### src/rtl/usb_bit_stuffer.sv
// USB low/full-speed transmit bit stuffer.
// Sits between the packet serializer and the NRZI encoder. After every run of
// RUN_LEN consecutive 1s it inserts a 0 so the NRZI line always toggles. The
// end-of-packet flag rides on the trailing stuffed 0 when the packet ends in
// a full run, so the EOP generator only fires once stuffing is complete.
module usb_bit_stuffer #(
  parameter int RUN_LEN = 6,
  localparam int CNT_W = $clog2(RUN_LEN + 1)
) (
  input  logic clk,
  input  logic nRST,
  input  logic in_bit,
  input  logic in_valid,
  input  logic in_last,
  output logic in_ready,
  output logic out_bit,
  output logic out_valid,
  output logic out_last,
  input  logic out_ready,
  output logic stuff_event,
  output logic busy
);

  typedef enum logic [1:0] {
    ST_IDLE   = 2'd0,
    ST_ACTIVE = 2'd1,
    ST_STUFF  = 2'd2
  } state_t;

  // Count value at which one more 1 completes a run and forces a stuffed 0.
  localparam logic [CNT_W-1:0] RUN_MAX = CNT_W'(RUN_LEN - 1);

  state_t           state_reg, state_next;
  logic [CNT_W-1:0] run_cnt_reg, run_cnt_next;
  logic             pending_last_reg, pending_last_next;
  logic             out_bit_reg, out_bit_next;
  logic             out_valid_reg, out_valid_next;
  logic             out_last_reg, out_last_next;

  logic slot_free;
  logic stuff_now;

  // The single output slot can be reloaded when empty or being drained now.
  assign slot_free = !out_valid_reg || out_ready;
  // The owed stuffed 0 goes out whenever the slot is available.
  assign stuff_now = slot_free && (state_reg == ST_STUFF);

  assign in_ready    = slot_free && (state_reg != ST_STUFF);
  assign stuff_event = stuff_now;
  assign busy        = (state_reg != ST_IDLE) || out_valid_reg;
  assign out_bit     = out_bit_reg;
  assign out_valid   = out_valid_reg;
  assign out_last    = out_last_reg;

  // State and output register; reset drops anything in flight.
  always_ff @(posedge clk or negedge nRST) begin
    if (!nRST) begin
      state_reg        <= ST_IDLE;
      run_cnt_reg      <= '0;
      pending_last_reg <= 1'b0;
      out_bit_reg      <= 1'b0;
      out_valid_reg    <= 1'b0;
      out_last_reg     <= 1'b0;
    end else begin
      state_reg        <= state_next;
      run_cnt_reg      <= run_cnt_next;
      pending_last_reg <= pending_last_next;
      out_bit_reg      <= out_bit_next;
      out_valid_reg    <= out_valid_next;
      out_last_reg     <= out_last_next;
    end
  end

  // Load selection: stuffed 0 first, then new input, otherwise drain the slot.
  always_comb begin
    state_next        = state_reg;
    run_cnt_next      = run_cnt_reg;
    pending_last_next = pending_last_reg;
    out_bit_next      = out_bit_reg;
    out_valid_next    = out_valid_reg;
    out_last_next     = out_last_reg;

    if (slot_free) begin
      if (state_reg == ST_STUFF) begin
        // Emit the stuffed 0; it inherits the packet end if the run closed it.
        out_bit_next   = 1'b0;
        out_valid_next = 1'b1;
        out_last_next  = pending_last_reg;
        run_cnt_next   = '0;
        state_next     = pending_last_reg ? ST_IDLE : ST_ACTIVE;
      end else if (in_valid) begin
        out_bit_next   = in_bit;
        out_valid_next = 1'b1;
        run_cnt_next   = in_bit ? (run_cnt_reg + 1'b1) : '0;
        if (in_bit && (run_cnt_reg == RUN_MAX)) begin
          // Run complete: hold the last flag until the stuffed 0 leaves.
          out_last_next     = 1'b0;
          pending_last_next = in_last;
          state_next        = ST_STUFF;
        end else begin
          out_last_next = in_last;
          if (in_last) begin
            // Runs never carry across packet boundaries.
            run_cnt_next = '0;
            state_next   = ST_IDLE;
          end else begin
            state_next = ST_ACTIVE;
          end
        end
      end else begin
        out_valid_next = 1'b0;
      end
    end
  end

endmodule

### config.mk
export PLATFORM = sky130hd
export DESIGN_NAME = usb_bit_stuffer
export DESIGN_NICKNAME = d
export VERILOG_FILES = /design/src/rtl/usb_bit_stuffer.sv
export SDC_FILE = /design/constraint.sdc
export NUM_CORES = 1
export LEC_CHECK = 0
export BUFFER_PORTS_ARGS = -buffer_cell sky130_fd_sc_hd__buf_2
export CAP_MARGIN = 10
export CORE_AREA = 5 5 42 44
export CTS_CLUSTER_DIAMETER = 120
export DETAILED_ROUTE_END_ITERATION = 10
export DIE_AREA = 0 0 47 49
export GPL_TIMING_DRIVEN = 0
export PLACE_DENSITY_LB_ADDON = 0.2
export SLEW_MARGIN = 20
export SYNTH_ARGS = -nofsm -noshare
export SYNTH_HDL_FRONTEND = slang
export SYNTH_SLANG_ARGS = --single-unit
### constraint.sdc
create_clock -name clk -period 2.4 [get_ports clk]
set_input_delay 0.48 -clock clk [delete_from_list [all_inputs] [get_ports clk]]
set_output_delay 0.48 -clock clk [all_outputs]
set_load 0.02 [all_outputs]
==> out/qor.json, run 1 <==
{
  "ys_types": 24,
  "post_synth_inst_count": 48,
  "cp_data_arrival_time_ps": 1310,
  "yosysSeqAreaShare": 0.435,
  "worst-slew-pin-transition_ps": 239,
  "global_route_total_overflow": 0,
  "clk_root_buffer_cell": "clkbuf_4",
  "port-buffer-count": 11,
  "level_count_of_the_clock_h_tree": 1,
  "maximum_number_of_pins_on_one_net_before_global_route_repair": 10,
  "grt_pass1_wl_mm": 1.81,
  "setup_tns_ps": 0,
  "ys_dominant_reg_cell": "dfrtp_1",
  "viasPerCell": 4.81,
  "min_period_over_period": 0.745,
  "first_iter_violations": 0,
  "antenna_cells": 0,
  "clock_tree.buffer_depth": 2,
  "track_usage": 0.110,
  "drt_pre_antenna_iters": 1,
  "criticalPathCategory": "flop to output port",
  "nFillCells": 147,
  "hold_violations": 0,
  "fp.dieArea_um2": 2300,
  "async_reset_ff_frac": 1.00,
  "max-slew-margin-rel": 0.838,
  "dieWidth_um": 47,
  "netlist_top_cells_area": "dfrtp_1 43%, nand2_1 5.8%, ha_1 4.8%",
  "critPathMaxFanout": 5,
  "hold_buffers": 0,
  "postCtsSetupRepairBufs": 0,
  "fin_crit_ps": 1790,
  "number_of_flip_flops_in_the_largest_register": 3,
  "cp.required_ps": 1920,
  "synth_area_per_cell_um2": 10.8,
  "post_route_cells_drive_above_1_share": 0.429,
  "design.core.area_um2": 1400,
  "cts-buffers-inserted": 3,
  "place.gp.congestion": 0.706,
  "post_cts.resized_instances": 0,
  "die_y_um": 49,
  "number_of_register_bits_inferred_by_synthesis": 9,
  "static-leakage-power_nw": 0.287,
  "status": "finished, final reports clean",
  "synth_most_common_cell": "dfrtp_1",
  "route.vias.total": 380,
  "dp.final_hpwl_um": 770,
  "library_cell_contributing_the_largest_single_delay_on_the_critical_path": "or3_2",
  "cts.clk_slew.worst_paths_ps": 60,
  "final_routed_drc_violation_total": 0,
  "first_global_vias": 404,
  "worst_path_largest_cell_delay_ps": 470,
  "drv.max_cap_violation_count": 0,
  "placementRows": 14,
  "synth_largest_type_area_fraction": 0.435,
  "ys_warn_count": 0,
  "initial_antenna_violation_count": 0,
  "type_of_element_launching_the_critical_path": "flop",
  "route.detailed.wl_per_inst_um": 12.4,
  "finalSetupViolCount": 0,
  "final_layout_worst_hold_slack_ps": 61.8,
  "fin_util": 0.442,
  "irDropWorstVdd_mv": 0.339,
  "fin_nets": 72,
  "maxSlewViolCount": 0,
  "grt_setup_unrepaired": "no",
  "clkSinkCount": 9,
  "worst_setup_path_end_kind": "output port",
  "commonest_cells_in_the_synthesized_netlist": "9 x dfrtp_1, 8 x nand2_1, 4 x o21ai_0",
  "totalWireLength_um": 982,
  "worst_skew_pair.late_latency_ps": 250,
  "cts_tree": "yes",
  "synth_enable_flop_cells": 0,
  "antenna_left": 0,
  "layout-area-overhead-vs-synth_pct": 19.6,
  "syn-num-nets": 56,
  "timing.clock.skew_ps": 2.40,
  "synth_largest_area_cell": "dfrtp_1",
  "crit_path_cell_trace": "or3_2 -> buf_2",
  "cell_area_after_technology_mapping_um2": 518,
  "fmaxAchievable_mhz": 559,
  "io_pins": 12,
  "timing.hold.worst.class": "input port to async pin",
  "floorplan.initialDensity": 0.370,
  "ratio_of_total_power_to_cell_area_nw_per_um2": 566
}
[routing by layer]
metal / vias to the layer above / track usage / share of wire
met5: - / 0 / 0
met4: 0 / 0.0829 / 0.010
met3: 2 / 0.0221 / 0.068
met2: 9 / 0.143 / 0.43
met1: 172 / 0.153 / 0.49
li1: 197 / - / -
[path summary, 6_finish.rpt]
kind                                   start  depth (start not counted)                to  slack (ps)
worst max-delay path            state_reg[1]                          2              busy         610
worst min-delay path                    nRST                          1    run_cnt_reg[2]          60
worst max register to register  state_reg[1]                          5  pending_last_reg         880
worst min register to register       out_bit                          1           out_bit         490
max in group asynchronous               nRST                          1      state_reg[1]        2160
min in group clk                     out_bit                          1           out_bit         490
[power breakdown]
part | switching (mW) | total (mW) | internal (mW)
registers | 0.00938 | 0.173 | 0.163
clock network | 0.0505 | 0.114 | 0.0639
logic | 0.0371 | 0.0636 | 0.0265
[through the flow]
stage	cells	worst slack, ps	area, µm²	total power, mW
floorplan	48	932	518	0.216
global placement	75	779	593	0.239
detailed placement	75	776	593	0.241
CTS	79	590	619	0.359
global route	79	564	619	0.375
finish	79	611	619	0.351
[kinds of logic (layout without fill, tap and decap cells)]
| logic type | Yosys count | in the layout | share of synthesized area |
|---|---|---|---|
| AO/OA/AOI/OAI | 10 | 10 | 0.145 |
| adder cells (fa/ha/maj) | 2 | 2 | 0.0483 |
| flip-flops | 9 | 9 | 0.435 |
| multiplexers | 2 | 2 | 0.0507 |
| buffers and inverters | 2 | 17 | 0.0290 |
| AND/OR/NAND/NOR | 23 | 23 | 0.292 |
[worst max-delay path, delay by kind of cell (launching register included)]
kind	cells	cell delay (ps)
simple gates	1	470
flops	1	420
buf+inv	1	170
[cells in the final DEF (no fill, tap or decap), types with 2 or more instances in the layout]
master / instances
buf_2: 11
dfrtp_1: 9
nor2_1: 2
or3_2: 2
clkbuf_4: 3
a21o_2: 2
nor4b_1: 2
nand3_1: 2
nand2_1: 8
ha_1: 2
o21ai_0: 4
[final cells by class]
type	instances	area, µm²	share of cell area
multi-input cells	37	278	0.448
repair buffers	11	55.1	0.0889
inverters	1	3.75	0.00606
plain buffers	1	11.3	0.0182
well taps	16	20.0	0.0323
clock buffers	4	26.3	0.0424
flip-flops and latches	9	225	0.364
Note: power is estimated with default switching activity, not from simulation.
==> inputs of run 2 (changes only) <==
clock period = 1.6 ns   (was 2.4 ns; I/O delays follow)
==> run 2 against run 1 <==
Critical path depth rose by 1. Combinational power rose by 68%. Clock-buffer cell count did not move. Non-clock buffer count rose by 5. Critical path type unchanged.
==> out/qor.json, run 2 (synthesized netlist as in run 1, its figures left out) <==
{
  "cts_tree": "yes",
  "type_of_element_launching_the_critical_path": "flop",
  "netSwitchingPower_mw": 0.147,
  "worst_skew_pair.late_latency_ps": 250,
  "antenna_cells": 0,
  "final_routed_drc_violation_total": 0,
  "dp.final_hpwl_um": 770,
  "status": "finished, final reports clean",
  "totalWireLength_mm": 1.02,
  "hp-start": "in_last",
  "crit_path_cell_trace": "nor2b_4 -> and2_2 -> buf_4",
  "hold-path-endpoint": "pending_last_reg",
  "reg2reg_depth": 5,
  "critPathMaxFanout": 7,
  "finalSetupViolCount": 0,
  "place.gp.congestion": 0.706,
  "viasPerCell": 4.79,
  "first_iter_violations": 1,
  "ratio_of_total_power_to_cell_area_nw_per_um2": 803,
  "multi_input_area_um2": 282,
  "clock_tree.buffer_depth": 2,
  "worst_r2r_endpoint": "pending_last_reg",
  "clock_power_share": 0.318,
  "min_period_over_period": 0.944,
  "cp_data_arrival_time_ps": 1190,
  "grt_setup_unrepaired": "no",
  "route.detailed.wl_per_inst_um": 12.2,
  "die_y_um": 49,
  "worst-slew-pin-transition_ps": 240,
  "setup_tns_ps": 0,
  "postLayoutCellArea_um2": 668,
  "drv.max_cap_violation_count": 0,
  "nFillCells": 141,
  "critical_register_to_register_path_startpoint": "state_reg[1]",
  "clkSinkCount": 9,
  "p_comb_frac": 0.199,
  "route.vias.total": 402,
  "critical_path.startpoint": "state_reg[0]",
  "floorplan.initialDensity": 0.370,
  "final_layout_worst_hold_slack_ps": 352,
  "cp.required_ps": 1280,
  "hold_violations": 0,
  "fin_crit_ps": 1510,
  "dpl_cell_area_um2": 593,
  "seqCellArea_um2": 225,
  "fin_util": 0.477,
  "worst_path_largest_cell_delay_ps": 420,
  "irDropWorstVdd_mv": 0.507,
  "port-buffer-count": 11,
  "number_of_flip_flops_in_the_largest_register": 3,
  "level_count_of_the_clock_h_tree": 1,
  "max-slew-margin-rel": 0.838,
  "layout-area-overhead-vs-synth_pct": 29.0,
  "post_route_cells_drive_above_1_share": 0.456,
  "timing.hold.worst.class": "input port to flop",
  "static-leakage-power_nw": 0.316,
  "drt_pre_antenna_iters": 2,
  "placementRows": 14,
  "clk_root_buffer_cell": "clkbuf_4",
  "share_seq_of_total_power": 0.483,
  "track_usage": 0.114,
  "maximum_number_of_pins_on_one_net_before_global_route_repair": 10,
  "design_power_total_mw": 0.537,
  "fin_nets": 77,
  "timing.clock.skew_ps": 1.97,
  "cts.clk_slew.worst_paths_ps": 60,
  "worst_hold_depth": 2,
  "dieWidth_um": 47,
  "design.core.area_um2": 1400,
  "library_cell_contributing_the_largest_single_delay_on_the_critical_path": "dfrtp_1",
  "io_pins": 12,
  "antenna_left": 0,
  "cts-buffers-inserted": 3,
  "fraction_of_power_spent_switching_nets": 0.273,
  "fmaxAchievable_mhz": 662,
  "grt_pass1_wl_mm": 1.87,
  "criticalPathCategory": "flop to output port",
  "maxSlewViolCount": 0,
  "rrSetupSlack_ps": 90,
  "first_global_vias": 423,
  "worst_setup_path_end_kind": "output port",
  "global_route_total_overflow": 0,
  "initial_antenna_violation_count": 0,
  "most-common-layout-cells": "9 x buf_2, 9 x dfrtp_1, 8 x nand2_1",
  "intPower_mw": 0.390,
  "fp.dieArea_um2": 2300
}
## run 2: cell types whose count changed in the layout (fill, tap and decap cells not counted)
cell           previous run  this run
or3_2                     2         1
or3_4                     0         1
buf_4                     0         6
dlygate4sd3_1             0         1
buf_2                    11         9
## run 2: per-layer routing
| layer | wire length [µm] | vias up | track usage | share of wire |
|---|---|---|---|---|
| li1 | - | 210 | - | - |
| met1 | 487 | 181 | 0.154 | 0.48 |
| met5 | 0 | - | 0 | 0 |
| met4 | 9 | 0 | 0.0829 | 0.0088 |
| met3 | 66 | 2 | 0.0221 | 0.065 |
| met2 | 457 | 9 | 0.154 | 0.45 |
## run 2: per-stage QoR
| step | cells | setup WS (ps) |
|---|---|---|
| 6_report | 84 | 89.0 |
| 5_1_grt | 84 | 16.1 |
| 4_1_cts | 82 | 6.54 |
| 3_5_place_dp | 75 | 76.4 |
| 3_3_place_gp | 75 | 77.1 |
| 2_1_floorplan | 48 | 132 |
## run 2: worst max-delay path by stage
stage,to,depth (start not counted)
floorplan,pending_last_reg,4
global route,stuff_event,3
CTS,stuff_event,4
finish,stuff_event,3
global placement,pending_last_reg,5
detailed placement,pending_last_reg,5
## run 2: critical path, delay by kind of cell (launching register included)
family / cells / cell delay [ps]
flops: 1 / 420
simple gates: 2 / 390
buf+inv: 1 / 130
## run 2: power groups by stage
| stage | clock network (mW) | logic [mW] | registers, mW |
|---|---|---|---|
| after CTS | 0.181 | 0.110 | 0.259 |
| after global routing | 0.195 | 0.119 | 0.262 |
| final | 0.171 | 0.107 | 0.259 |
| after floorplan | 0 | 0.0506 | 0.273 |
| after detailed placement | 0 | 0.0977 | 0.264 |
| after global placement | 0 | 0.0960 | 0.263 |
## run 2: repair_timing
action / CTS / global route
endpoints found under the hold margin: 9 / 0
endpoints found under the setup margin: 2 / 1
pin swaps: 0 / 0
resized for setup: 3 / 1
setup buffers: 2 / 3
hold buffers: 1 / 0
## run 2: cell type report
class,instances,share of cell area
clock buffer,4,0.0393
inverter,1,0.00562
multi-input combinational,37,0.421
sequential,9,0.337
tap,16,0.0300
timing repair buffer,17,0.167
